### src/rtl/ebpf_divmod_seq_if.sv
// Handshake bundle between the eBPF pipeline (master) and the sequential divide/modulo unit (slave).
interface ebpf_divmod_seq_if #(
    parameter int unsigned DATA_W = 64,
    parameter int unsigned DST_W  = 4
);
    logic              flush;
    logic              in_valid;
    logic              in_ready;
    logic              in_is_mod;
    logic              in_is_64;
    logic [DATA_W-1:0] in_a;
    logic [DATA_W-1:0] in_b;
    logic [DST_W-1:0]  in_dst;
    logic              out_valid;
    logic              out_ready;
    logic [DATA_W-1:0] out_result;
    logic [DST_W-1:0]  out_dst;
    logic              busy;

    modport master (
        output flush, in_valid, in_is_mod, in_is_64, in_a, in_b, in_dst, out_ready,
        input  in_ready, out_valid, out_result, out_dst, busy
    );

    modport slave (
        input  flush, in_valid, in_is_mod, in_is_64, in_a, in_b, in_dst, out_ready,
        output in_ready, out_valid, out_result, out_dst, busy
    );
endinterface

### src/rtl/ebpf_divmod_seq.sv
// Multi-cycle unsigned BPF_DIV/BPF_MOD unit (ALU64 and ALU32) using restoring division,
// one quotient bit per cycle, with valid/ready handshakes on both sides.
module ebpf_divmod_seq #(
    parameter int unsigned DATA_W = 64,
    parameter int unsigned DST_W  = 4
) (
    input logic               clk,
    input logic               rst_n,
    ebpf_divmod_seq_if.slave  bus
);
    localparam int unsigned HALF_W = DATA_W / 2;
    localparam int unsigned CNT_W  = $clog2(DATA_W);
    localparam logic [CNT_W-1:0] CntLast64 = CNT_W'(DATA_W - 1);
    localparam logic [CNT_W-1:0] CntLast32 = CNT_W'(HALF_W - 1);

    typedef enum logic [1:0] {StIdle, StCalc, StDone} state_e;

    state_e            state_q, state_d;
    logic [DATA_W:0]   rem_q, rem_d;
    logic [DATA_W-1:0] quo_q, quo_d;
    logic [DATA_W-1:0] div_q, div_d;
    logic [DATA_W-1:0] res_q, res_d;
    logic [CNT_W-1:0]  cnt_q, cnt_d;
    logic              is_mod_q, is_mod_d;
    logic [DST_W-1:0]  dst_q, dst_d;
    logic              valid_q, valid_d;
    logic              busy_q, busy_d;

    logic [DATA_W-1:0] a_eff, b_eff, quo_load;
    logic [DATA_W:0]   rem_shift, rem_diff, rem_next;
    logic [DATA_W-1:0] quo_next;
    logic              ge, accept;

    assign a_eff    = bus.in_is_64 ? bus.in_a : {{HALF_W{1'b0}}, bus.in_a[HALF_W-1:0]};
    assign b_eff    = bus.in_is_64 ? bus.in_b : {{HALF_W{1'b0}}, bus.in_b[HALF_W-1:0]};
    // ALU32 dividend is left-aligned so the same MSB-first loop runs for 32 iterations.
    assign quo_load = bus.in_is_64 ? bus.in_a : {bus.in_a[HALF_W-1:0], {HALF_W{1'b0}}};
    assign accept   = bus.in_valid && (state_q == StIdle) && !bus.flush;

    assign rem_shift = {rem_q[DATA_W-1:0], quo_q[DATA_W-1]};
    assign rem_diff  = rem_shift - {1'b0, div_q};
    assign ge        = rem_q[DATA_W] | ~rem_diff[DATA_W];
    assign rem_next  = ge ? rem_diff : rem_shift;
    assign quo_next  = {quo_q[DATA_W-2:0], ge};

    always_comb begin
        state_d  = state_q;
        rem_d    = rem_q;
        quo_d    = quo_q;
        div_d    = div_q;
        res_d    = res_q;
        cnt_d    = cnt_q;
        is_mod_d = is_mod_q;
        dst_d    = dst_q;
        valid_d  = valid_q;
        busy_d   = busy_q;
        unique case (state_q)
            StIdle: begin
                if (accept) begin
                    is_mod_d = bus.in_is_mod;
                    dst_d    = bus.in_dst;
                    busy_d   = 1'b1;
                    if (b_eff == '0) begin
                        res_d   = bus.in_is_mod ? a_eff : '0;
                        valid_d = 1'b1;
                        state_d = StDone;
                    end else begin
                        rem_d   = '0;
                        quo_d   = quo_load;
                        div_d   = b_eff;
                        cnt_d   = bus.in_is_64 ? CntLast64 : CntLast32;
                        state_d = StCalc;
                    end
                end
            end
            StCalc: begin
                rem_d = rem_next;
                quo_d = quo_next;
                cnt_d = cnt_q - 1'b1;
                if (cnt_q == '0) begin
                    res_d   = is_mod_q ? rem_next[DATA_W-1:0] : quo_next;
                    valid_d = 1'b1;
                    state_d = StDone;
                end
            end
            StDone: begin
                if (bus.out_ready) begin
                    valid_d = 1'b0;
                    busy_d  = 1'b0;
                    state_d = StIdle;
                end
            end
            default: begin
                valid_d = 1'b0;
                busy_d  = 1'b0;
                state_d = StIdle;
            end
        endcase
        if (bus.flush) begin
            valid_d = 1'b0;
            busy_d  = 1'b0;
            state_d = StIdle;
        end
    end

    always_ff @(posedge clk or negedge rst_n) begin
        if (!rst_n) begin
            state_q  <= StIdle;
            rem_q    <= '0;
            quo_q    <= '0;
            div_q    <= '0;
            res_q    <= '0;
            cnt_q    <= '0;
            is_mod_q <= 1'b0;
            dst_q    <= '0;
            valid_q  <= 1'b0;
            busy_q   <= 1'b0;
        end else begin
            state_q  <= state_d;
            rem_q    <= rem_d;
            quo_q    <= quo_d;
            div_q    <= div_d;
            res_q    <= res_d;
            cnt_q    <= cnt_d;
            is_mod_q <= is_mod_d;
            dst_q    <= dst_d;
            valid_q  <= valid_d;
            busy_q   <= busy_d;
        end
    end

    assign bus.in_ready   = (state_q == StIdle);
    assign bus.out_valid  = valid_q;
    assign bus.out_result = res_q;
    assign bus.out_dst    = dst_q;
    assign bus.busy       = busy_q;
endmodule

### src/flat_wrapper.sv
// flat-port wrapper written by rule: the top's interface ports become plain ports
module ebpf_divmod_seq_flat 
#(
    parameter int unsigned DATA_W = 64,
    parameter int unsigned DST_W  = 4
)
  (clk, rst_n, bus_flush, bus_in_valid, bus_in_is_mod, bus_in_is_64, bus_in_a, bus_in_b, bus_in_dst, bus_out_ready, bus_in_ready, bus_out_valid, bus_out_result, bus_out_dst, bus_busy);
  ebpf_divmod_seq_if #(.DATA_W(DATA_W), .DST_W(DST_W)) bus_i ();
  input logic clk;
  input logic rst_n;
  input wire logic [$bits(bus_i.flush)-1:0] bus_flush;
  input wire logic [$bits(bus_i.in_valid)-1:0] bus_in_valid;
  input wire logic [$bits(bus_i.in_is_mod)-1:0] bus_in_is_mod;
  input wire logic [$bits(bus_i.in_is_64)-1:0] bus_in_is_64;
  input wire logic [$bits(bus_i.in_a)-1:0] bus_in_a;
  input wire logic [$bits(bus_i.in_b)-1:0] bus_in_b;
  input wire logic [$bits(bus_i.in_dst)-1:0] bus_in_dst;
  input wire logic [$bits(bus_i.out_ready)-1:0] bus_out_ready;
  output wire logic [$bits(bus_i.in_ready)-1:0] bus_in_ready;
  output wire logic [$bits(bus_i.out_valid)-1:0] bus_out_valid;
  output wire logic [$bits(bus_i.out_result)-1:0] bus_out_result;
  output wire logic [$bits(bus_i.out_dst)-1:0] bus_out_dst;
  output wire logic [$bits(bus_i.busy)-1:0] bus_busy;
  assign bus_i.flush = bus_flush;
  assign bus_i.in_valid = bus_in_valid;
  assign bus_i.in_is_mod = bus_in_is_mod;
  assign bus_i.in_is_64 = bus_in_is_64;
  assign bus_i.in_a = bus_in_a;
  assign bus_i.in_b = bus_in_b;
  assign bus_i.in_dst = bus_in_dst;
  assign bus_i.out_ready = bus_out_ready;
  assign bus_in_ready = bus_i.in_ready;
  assign bus_out_valid = bus_i.out_valid;
  assign bus_out_result = bus_i.out_result;
  assign bus_out_dst = bus_i.out_dst;
  assign bus_busy = bus_i.busy;
  ebpf_divmod_seq #(.DATA_W(DATA_W), .DST_W(DST_W)) u_core (.clk(clk), .rst_n(rst_n), .bus(bus_i));
endmodule
### config.mk
export PLATFORM = sky130hd
export DESIGN_NAME = ebpf_divmod_seq_flat
export DESIGN_NICKNAME = d
export VERILOG_FILES = /design/src/rtl/ebpf_divmod_seq_if.sv /design/src/rtl/ebpf_divmod_seq.sv /design/src/flat_wrapper.sv
export SDC_FILE = /design/constraint.sdc
export NUM_CORES = 1
export LEC_CHECK = 0
export BUFFER_PORTS_ARGS = -buffer_cell sky130_fd_sc_hd__buf_2
export CAP_MARGIN = 20
export CORE_ASPECT_RATIO = 0.75
export CORE_UTILIZATION = 40
export DETAILED_ROUTE_END_ITERATION = 10
export MAX_ROUTING_LAYER = met4
export PLACE_DENSITY = 0.68
export REMOVE_ABC_BUFFERS = 1
export SKIP_LAST_GASP = 1
export SYNTH_ARGS = -nofsm -noshare
export SYNTH_HDL_FRONTEND = slang
export SYNTH_SLANG_ARGS = --single-unit
### constraint.sdc
create_clock -name clk -period 5.37 [get_ports clk]
set_clock_uncertainty 0.2 [all_clocks]
set_input_delay 0.537 -clock clk [delete_from_list [all_inputs] [get_ports clk]]
set_output_delay 0.537 -clock clk [all_outputs]
set_load 0.01 [all_outputs]
Yosys cells after proc, flatten, opt, wreduce, memory -nomap -nowiden
Index checks and enable logic that the tools add are counted.
{"block": "totals", "regBits": 272, "inputBits": 139, "output_inout_bits": 71}
{"block": "classes", "addsub": 2, "eq_ne": 11, "mux": 35, "bitwise": 3, "n_reduce_logical": 14}
{"operator": "$mux W64", "count": 10}
{"operator": "$pmux W64 S2", "count": 2}
{"operator": "$mux W65", "count": 3}
{"operator": "$pmux W65 S2", "count": 1}
{"operator": "$sub A65 B64 Y65", "count": 1}
{"operator": "$logic_not A64 Y1", "count": 1}
{"operator": "$mux W6", "count": 3}
{"operator": "$pmux W6 S2", "count": 1}
{"operator": "$reduce_and A3 Y1", "count": 4}
{"operator": "$mux W2", "count": 5}
{"operator": "$ne A3 B2 Y1 const B", "count": 3}
{"operator": "$reduce_and A4 Y1", "count": 2}
{"operator": "$mux W1", "count": 7}
{"operator": "$logic_not A6 Y1", "count": 1}
{"operator": "$ne A2 B1 Y1 const B", "count": 3}
{"operator": "$pmux W1 S3", "count": 2}
{"operator": "$pmux W2 S3", "count": 1}
{"operator": "$sub A6 B1 Y6 const B", "count": 1}
{"operator": "$ne A2 B2 Y1 const B", "count": 2}
{"operator": "$ne A3 B3 Y1 const B", "count": 1}
{"operator": "$eq A2 B1 Y1 const B", "count": 1}
{"operator": "$eq A2 B2 Y1 const B", "count": 1}
{"operator": "$logic_and A1 B1 Y1", "count": 2}
{"operator": "$logic_not A2 Y1", "count": 1}
{"operator": "5 further kinds", "count": 6}

Logic depth before layout (Yosys ltp)
Gate-level depths: netlist (run 1).
{"block": "depth", "word_depth": 7, "ltp_mapped": 17}

Worst setup path after synthesis (run 1)
OpenSTA, ideal clock, no wires.
{"block": "synth_path", "path_type": "flip-flop to flip-flop", "start": "register u_core.quo_q[63]", "end": "register u_core.res_q[17], in the netlist u_core.bus.out_result[17]", "setup_time_ns": 0.124, "arrival_time_ns": 3.175, "t_required_ns": 5.046, "slack_ns": 1.871, "path_stages_with_launch": 17, "period_less_slack_ns": 3.499, "cell_sequence": "dfrtp_1 -> inv_1 -> ha_1 -> fa_1 -> nand2b_1 -> a21oi_1 -> o21ai_1 -> a31o_2 -> a31oi_1 -> or3_1 -> buf_2 -> mux2i_4 -> buf_6 -> buf_6 -> mux2i_1 -> a21oi_1 -> a211o_1"}
{"block": "synth_between", "elab_chain_cells": 7}
{"element": "start: declaration", "line": "ebpf_divmod_seq.sv:20", "text": "logic [DATA_W-1:0] quo_q, quo_d;"}
{"element": "start signal: assignment", "line": "ebpf_divmod_seq.sv:121", "text": "quo_q <= quo_d;"}
{"element": "$sub A65 B64 Y65 (*)", "line": "ebpf_divmod_seq.sv:41", "text": "assign rem_diff = rem_shift - {1'b0, div_q};"}
{"element": "$not A1 Y1", "line": "ebpf_divmod_seq.sv:42", "text": "assign ge = rem_q[DATA_W] | ~rem_diff[DATA_W];"}
{"element": "$or A1 B1 Y1", "line": "ebpf_divmod_seq.sv:42"}
{"element": "$mux W65 (*)", "line": "ebpf_divmod_seq.sv:43", "text": "assign rem_next = ge ? rem_diff : rem_shift;"}
{"element": "$mux W64 (*)", "line": "ebpf_divmod_seq.sv:81", "text": "res_d = is_mod_q ? rem_next[DATA_W-1:0] : quo_next;"}
{"element": "$mux W64 (*)", "line": "ebpf_divmod_seq.sv:80", "text": "if (cnt_q == '0) begin"}
{"element": "$pmux W64 S2 (*)", "line": "ebpf_divmod_seq.sv:57", "text": "unique case (state_q)"}
{"element": "end signal: assignment", "line": "ebpf_divmod_seq.sv:123", "text": "res_q <= res_d;"}
{"element": "end: declaration", "line": "ebpf_divmod_seq.sv:22", "text": "logic [DATA_W-1:0] res_q, res_d;"}
Every way passes the cells marked *; elsewhere a longest branch is shown, timed or not. The select of a mux whose other input is x is not followed.
A chain may end at the register's enable or synchronous reset.

Final worst setup path (run 1)
{"block": "layout_path", "start": "input bus_in_b[0]", "end": "register u_core.res_q[49], in the netlist u_core.bus.out_result[49]"}
{"block": "layout_between", "elab_chain_cells": 4}
{"element": "start: declaration", "line": "flat_wrapper.sv:16", "text": "input wire logic [$bits(bus_i.in_b)-1:0] bus_in_b;"}
{"element": "$mux W64", "line": "ebpf_divmod_seq.sv:35", "text": "assign b_eff = bus.in_is_64 ? bus.in_b : {{HALF_W{1'b0}}, bus.in_b[HALF_W-1:0]};"}
{"element": "$logic_not A64 Y1", "line": "ebpf_divmod_seq.sv:63", "text": "if (b_eff == '0) begin"}
{"element": "$ne A2 B1 Y1 (no line)"}
{"element": "$reduce_and A4 Y1 (no line)"}
Every way passes these cells.

==> results.json, run 1 <==
{
  "die_h_um": 181,
  "first_global_vias": 15400,
  "antenna_found_initial": 0,
  "ff_latch_area_sq_um": 6810,
  "power.internal_mw": 6.10,
  "max_freq_ghz": 0.219,
  "tightestPinTransition_ps": 992,
  "nets": 2334,
  "synth.most_common_cell": "dfrtp_1",
  "drive_gt1_share_pct": 16.5,
  "path_cells": "dlygate4sd3_1, buf_2, nor4_1, nand4_1, nor2_1, nand2_1, o31ai_1, nand2_4, nor2_2, buf_4, nand2_1, o31ai_1",
  "dieWidth_um": 241,
  "clockBufferDepth": 3,
  "syn_to_final_growth_pct": 17.6,
  "dp.final_hpwl_um": 45500,
  "num_rows": 65,
  "reg2reg_depth": 13,
  "synth_compound_area_share_pct": 25.5,
  "routabilityCongestion": 1.02,
  "drtIter0Drc": 1759,
  "vias": 16300,
  "numCtsBuffers": 30,
  "slew_headroom_pct": 33.6,
  "p_sw_mw": 5.51,
  "synth_xor_xnor_area_share_pct": 2.97,
  "async_reset_ff_share_pct": 100,
  "yosysTopAreaCellShare_pct": 39.9,
  "grt_pass1_wl_um": 93600,
  "critical_path_class": "primary input to flip-flop",
  "peakVddDrop_uv": 351,
  "synth_top_family_by_area": "compound AO/OA/AOI/OAI gates",
  "coreArea_sq_um": 42000,
  "cp_max_fo": 38,
  "pwr-share-comb_pct": 54.5,
  "synthDistinctLibCells": 73,
  "wl_per_cell_um": 22.9,
  "swShare_pct": 47.4,
  "first_pass_iters": 9,
  "antenna_cells": 0,
  "yosysWarnings": 0,
  "io_pins": 210,
  "cp_top_family": "simple AND/OR/NAND/NOR gates",
  "syn_area_per_cell_sq_um": 8.76,
  "netlist_top_cells_area": "dfrtp_1 40%, o21ai_0 6.0%, nand2_1 5.2%",
  "synth-edff-count": 0,
  "hold_viol_final": 0,
  "synth-seq-cells": 272,
  "cp-start-kind": "primary input",
  "hold_class": "primary input to flip-flop",
  "power_density_nw_per_um2": 578,
  "hold_path_depth": 3,
  "min_period_ps": 4570,
  "path_depth": 12,
  "stdcell_area_sq_um": 20100,
  "slowest_stage": "o31ai_1",
  "cts_tree": "yes",
  "synth_fa_ha_area_share_pct": 4.95,
  "ys_seq_area_share_pct": 39.9,
  "viasPerCell": 5.99,
  "placed_cell_area_sq_um": 18600,
  "rsz0062_at_grt": "false",
  "routed_wirelength_um": 62200,
  "netlist_area_sq_um": 17100,
  "seqPwrFrac_pct": 26.7,
  "leakagePower_nw": 9.77,
  "drc_errors": 0,
  "fin_hold_ws_ps": 17.4,
  "antenna_left": 0,
  "clock-sinks": 272,
  "synth_top_area_cell": "dfrtp_1",
  "clkPwrFrac_pct": 18.8,
  "track_usage_pct": 29.2,
  "htreeDepth": 1,
  "min_period_over_period_pct": 85.2,
  "yosys.area_share.simple_pct": 13.2,
  "clk_pin_slew_ps": 60,
  "cts_root_buffer": "clkbuf_16",
  "slew_violations": 0,
  "worstPathArrival_ps": 4900,
  "grt_max_degree": 117,
  "syn_inst": 1950,
  "worst-endpoint-required_ps": 5690,
  "cts_resized": 0,
  "grt_overflow": 0,
  "setup-violations-final": 0,
  "reg2reg_slack_ps": 800,
  "dieArea_sq_um": 43500,
  "initial_core_util_pct": 40.6,
  "synth-main-ff-cell": "dfrtp_1",
  "fillCellCount": 4067,
  "max_stage_delay_ps": 640,
  "synth.area.mux_share_pct": 7.51,
  "io_buffers": 209,
  "crit_buf_inv": 3,
  "clock_latency_ps": 620,
  "drv_cap": 0,
  "multiInputGateArea_sq_um": 9270,
  "endpoint_kind": "flip-flop",
  "synth_common_cells": "272 x dfrtp_1, 236 x nand2_1, 204 x o21ai_0",
  "status": "finished clean"
}
[worst paths after layout]
| check | start | to |
|---|---|---|
| max | bus_in_b[0] | u_core.bus.out_result[49] |
| min | bus_in_a[21] | u_core.quo_q[21] |
| max in group asynchronous | rst_n | u_core.bus.out_result[35] |
| min reg2reg | u_core.bus.out_result[26] | u_core.bus.out_result[26] |
| min in group asynchronous | rst_n | u_core.bus.out_valid |
| max reg2reg | u_core.div_q[1] | u_core.bus.out_result[37] |
[kinds of logic (layout without fill, tap and decap cells)]
family                     Yosys count  after routing
adders and majority gates           67             67
buffers and inverters              258            459
muxes                              121            121
DFF                                272            272
AOI/OAI and AO/OA                  666            666
xor gates and xnor gates            58             58
and+or+nand+nor                    508            508
[sequential cells by signal (all words and copies together) (netlist names), 2 cells and up]
signal and cells:
u_core.bus.out_dst 4, u_core.bus.out_result 64, u_core.cnt_q 6, u_core.div_q 64, u_core.quo_q 64, u_core.rem_q 65
u_core.state_q 2
[cell usage in the layout, fill, tap and decap left out, drive strengths merged, types with 14 or more instances in the layout]
cell type,netlist,final
nor4,20,20
ha,66,66
mux2,44,44
nand2,236,236
inv,122,122
a22oi,34,34
nor2,118,118
clkinv,1,14
a31oi,26,26
o21ai,219,219
dlygate4sd3,0,47
nand3,33,33
mux2i,77,77
clkbuf,112,38
dfrtp,272,272
a21oi,137,137
a222oi,31,31
xnor2,37,37
nand4,28,28
a21o,31,31
nand2b,17,17
nor3,14,14
a211oi,19,19
buf,23,234
o21bai,16,16
xor2,21,21
a211o,35,35
[metrics by stage]
step | util [%] | power [mW] | std cells | TNS [ps] | setup WS (ps)
5_1_grt | 47.8 | 12.3 | 2720 | 0 | 610
3_3_place_gp | 44.2 | 9.18 | 2618 | 0 | 860
4_1_cts | 47.8 | 11.5 | 2720 | 0 | 859
2_1_floorplan | - | 7.20 | 1815 | -83440 | -1580
3_5_place_dp | 44.2 | 9.22 | 2618 | 0 | 795
6_report | 47.8 | 11.6 | 2720 | 0 | 796
[metal layers]
metal	global-route usage (%)	vias up	routed length (um)
li1	-	7438	-
met1	43.6	7934	28900
met2	38.5	818	24700
met3	7.07	96	6700
met4	8.00	0	1900
met5	-	-	0
[what timing repair did]
action                                 in CTS  in global routing
endpoints found under the hold margin     161                  0
setup buffers                               0                  0
hold buffers                               47                  0
[area by class of cell]
cell class	instances	area share (%)
Clock buffer	38	4.29
Inverter	123	2.30
Multi-Input combinational cell	1420	46.2
Sequential cell	272	33.9
Clock inverter	17	0.878
Timing Repair Buffer	281	8.92
Tap cell	569	3.54
[worst register-to-register path: stages, from the launching register on]
cell and delay [ps]:
dfrtp_1 550, inv_1 90, ha_1 280, nor2b_1 160, o211ai_1 160, a211oi_1 710, o211ai_1 270, a21oi_1 300
nor2_1 160, o21ai_0 760, xnor2_1 170, a211oi_1 390, buf_4 230, o31a_1 140
[power by group through the flow]
stage | clock (mW) | sequential (mW) | combinational, mW
after global routing | 2.28 | 3.15 | 6.86
after detailed placement | 0 | 3.10 | 6.11
final | 2.18 | 3.10 | 6.33
after global placement | 0 | 3.09 | 6.10
after CTS | 2.21 | 3.07 | 6.18
after floorplan | 0 | 2.93 | 4.27
(Power assumes the default switching activity.)
==> run 2: changes to the inputs <==
- CTS_CLUSTER_SIZE: not set -> 10
- HOLD_SLACK_MARGIN: not set -> 0.02
- clock period: 5.37 -> 4.8 ns (I/O delays scaled with it)
==> run 2 against run 1 <==
The flow now finishes with violations (DRC). Clock power increased by 11%. Setup slack got worse by 450 ps. Combinational power increased by 11%. Count of clock-buffer cells in the layout increased by 6. Design area increased by 1.2%. Critical endpoint is now u_core.bus.out_result[21]. Highest routed layer unchanged.
==> results.json, run 2 (same netlist as run 1, synthesis figures left out) <==
{
  "status": "complete, but fails checks",
  "violations": "DRC",
  "top_layer_used": "met4",
  "clockBufferDepth": 3,
  "die_h_um": 181,
  "wl_per_cell_um": 23.1,
  "cp-start-kind": "flip-flop",
  "initial_core_util_pct": 40.6,
  "drc_errors": 2,
  "hold_viol_final": 0,
  "worst-endpoint-required_ps": 5030,
  "preCtsSetupSlack_ps": 509,
  "clock-sinks": 272,
  "num_rows": 65,
  "numCtsBuffers": 34,
  "setup-violations-final": 0,
  "peakVddDrop_uv": 435,
  "final_common_cell": "dfrtp_1",
  "io_pins": 210,
  "slew_headroom_pct": 35.6,
  "leakagePower_nw": 9.87,
  "grt_max_degree": 113,
  "routabilityCongestion": 1.02,
  "antenna_found_initial": 3,
  "drtIter0Drc": 2126,
  "critical_path_class": "flip-flop to flip-flop",
  "io_buffers": 209,
  "fin_hold_ws_ps": 32.0,
  "first_global_vias": 15600,
  "power_mw": 13.0,
  "cts_root_buffer": "clkbuf_16",
  "drive_gt1_share_pct": 16.1,
  "worstPathArrival_ps": 4690,
  "htreeDepth": 2,
  "clk_pin_slew_ps": 50,
  "coreArea_sq_um": 42000,
  "vias": 16400,
  "endpoint_kind": "flip-flop",
  "stdcell_area_sq_um": 20300,
  "dieArea_sq_um": 43500,
  "reg2reg_slack_ps": 340,
  "first_pass_iters": 9,
  "layout.cells.most_common_list": "271 x dfrtp_1, 233 x nand2_1, 207 x buf_2, 204 x o21ai_0, 136 x a21oi_1",
  "wl_met1_um": 29100,
  "syn_to_final_growth_pct": 19.0,
  "hold_class": "primary input to flip-flop",
  "largest_reg_flops": 65,
  "wl_met3_um": 7190,
  "grt_overflow": 0,
  "fin_ws_ps": 342,
  "cp_max_fo": 37,
  "drv_cap": 0,
  "cp-startpoint": "u_core.quo_q[63]",
  "grt_pass1_wl_um": 95800,
  "routed_wirelength_um": 63400,
  "routed-wl-met2_um": 25800,
  "power_density_nw_per_um2": 637,
  "cts_tree": "yes",
  "max_freq_ghz": 0.224,
  "min_period_ps": 4460,
  "track_usage_pct": 29.8,
  "dp.final_hpwl_um": 46800,
  "top_register": "u_core.rem_q",
  "dieWidth_um": 241,
  "tightestPinTransition_ps": 967,
  "min_period_over_period_pct": 92.9,
  "rsz0062_at_grt": "false",
  "slew_violations": 0,
  "viasPerCell": 5.99,
  "cts_resized": 0,
  "clock_latency_ps": 550,
  "cp-endpoint": "u_core.bus.out_result[21]",
  "nets": 2367,
  "placed_cell_area_sq_um": 18700,
  "reg2reg_depth": 14,
  "timing.rr.end": "u_core.bus.out_result[21]",
  "antenna_left": 0,
  "r2r-start": "u_core.quo_q[63]"
}
-- run 2: stage by stage --
step | setup TNS, ps | cells | util, %
4_1_cts | 0 | 2743 | 48.3
6_report | 0 | 2745 | 48.3
3_3_place_gp | 0 | 2628 | 44.4
5_1_grt | 0 | 2745 | 48.3
3_5_place_dp | 0 | 2628 | 44.4
2_1_floorplan | -119920 | 1815 | -
-- run 2: report_power, final --
part | total, mW | internal (mW) | switching, mW | leakage, nW
Clock | 2.43 | 1.39 | 1.04 | 0.487
Combinational | 7.03 | 2.59 | 4.44 | 5.89
Sequential | 3.49 | 2.90 | 0.590 | 3.49
Total | 13.0 | 6.88 | 6.07 | 9.87
-- run 2: final cells by class --
type                            count  area [sq um]
Fill cell                        4050         21700
Multi-Input combinational cell   1420          9270
Sequential cell                   272          6810
Timing Repair Buffer              310          2060
Clock buffer                       44           908
Tap cell                          569           712
Inverter                          123           462
Clock inverter                      5          93.8
Antenna cell                        2          5.00
-- run 2: routing by layer --
layer | vias to the layer above | track usage (%)
li1 | 7492 | -
met3 | 96 | 8.01
met4 | 0 | 6.55
met1 | 7990 | 44.0
met5 | - | -
met2 | 864 | 40.0
-- run 2: worst min-delay path by stage --
| stage | cells after the start | end | startpoint |
|---|---|---|---|
| 3_3_place_gp | 2 | u_core.div_q[45] | u_core.div_q[45] |
| 6_report | 3 | u_core.div_q[32] | bus_in_b[32] |
| 5_1_grt | 3 | u_core.quo_q[24] | bus_in_a[24] |
| 2_1_floorplan | 0 | u_core.bus.busy | rst_n |
| 3_5_place_dp | 2 | u_core.bus.out_result[58] | u_core.bus.out_result[58] |
| 4_1_cts | 3 | u_core.div_q[33] | bus_in_b[33] |
-- run 2: what timing repair did --
item / 4_1_cts / 5_1_grt
hold buffers: 66 / 0
hold endpoints to repair: 176 / 0
buffers inserted: 0 / 0
-- run 2: critical path, stage by stage (launching register included) --
cell and delay, ps:
dfrtp_1 380, inv_1 60, ha_1 220, fa_1 460
nand2b_1 180, a21oi_1 220, o21ai_1 240, a31o_2 310
a31oi_1 130, or3_1 270, mux2i_4 350, buf_12 310
mux2i_1 530, a21oi_1 160, a211o_1 300
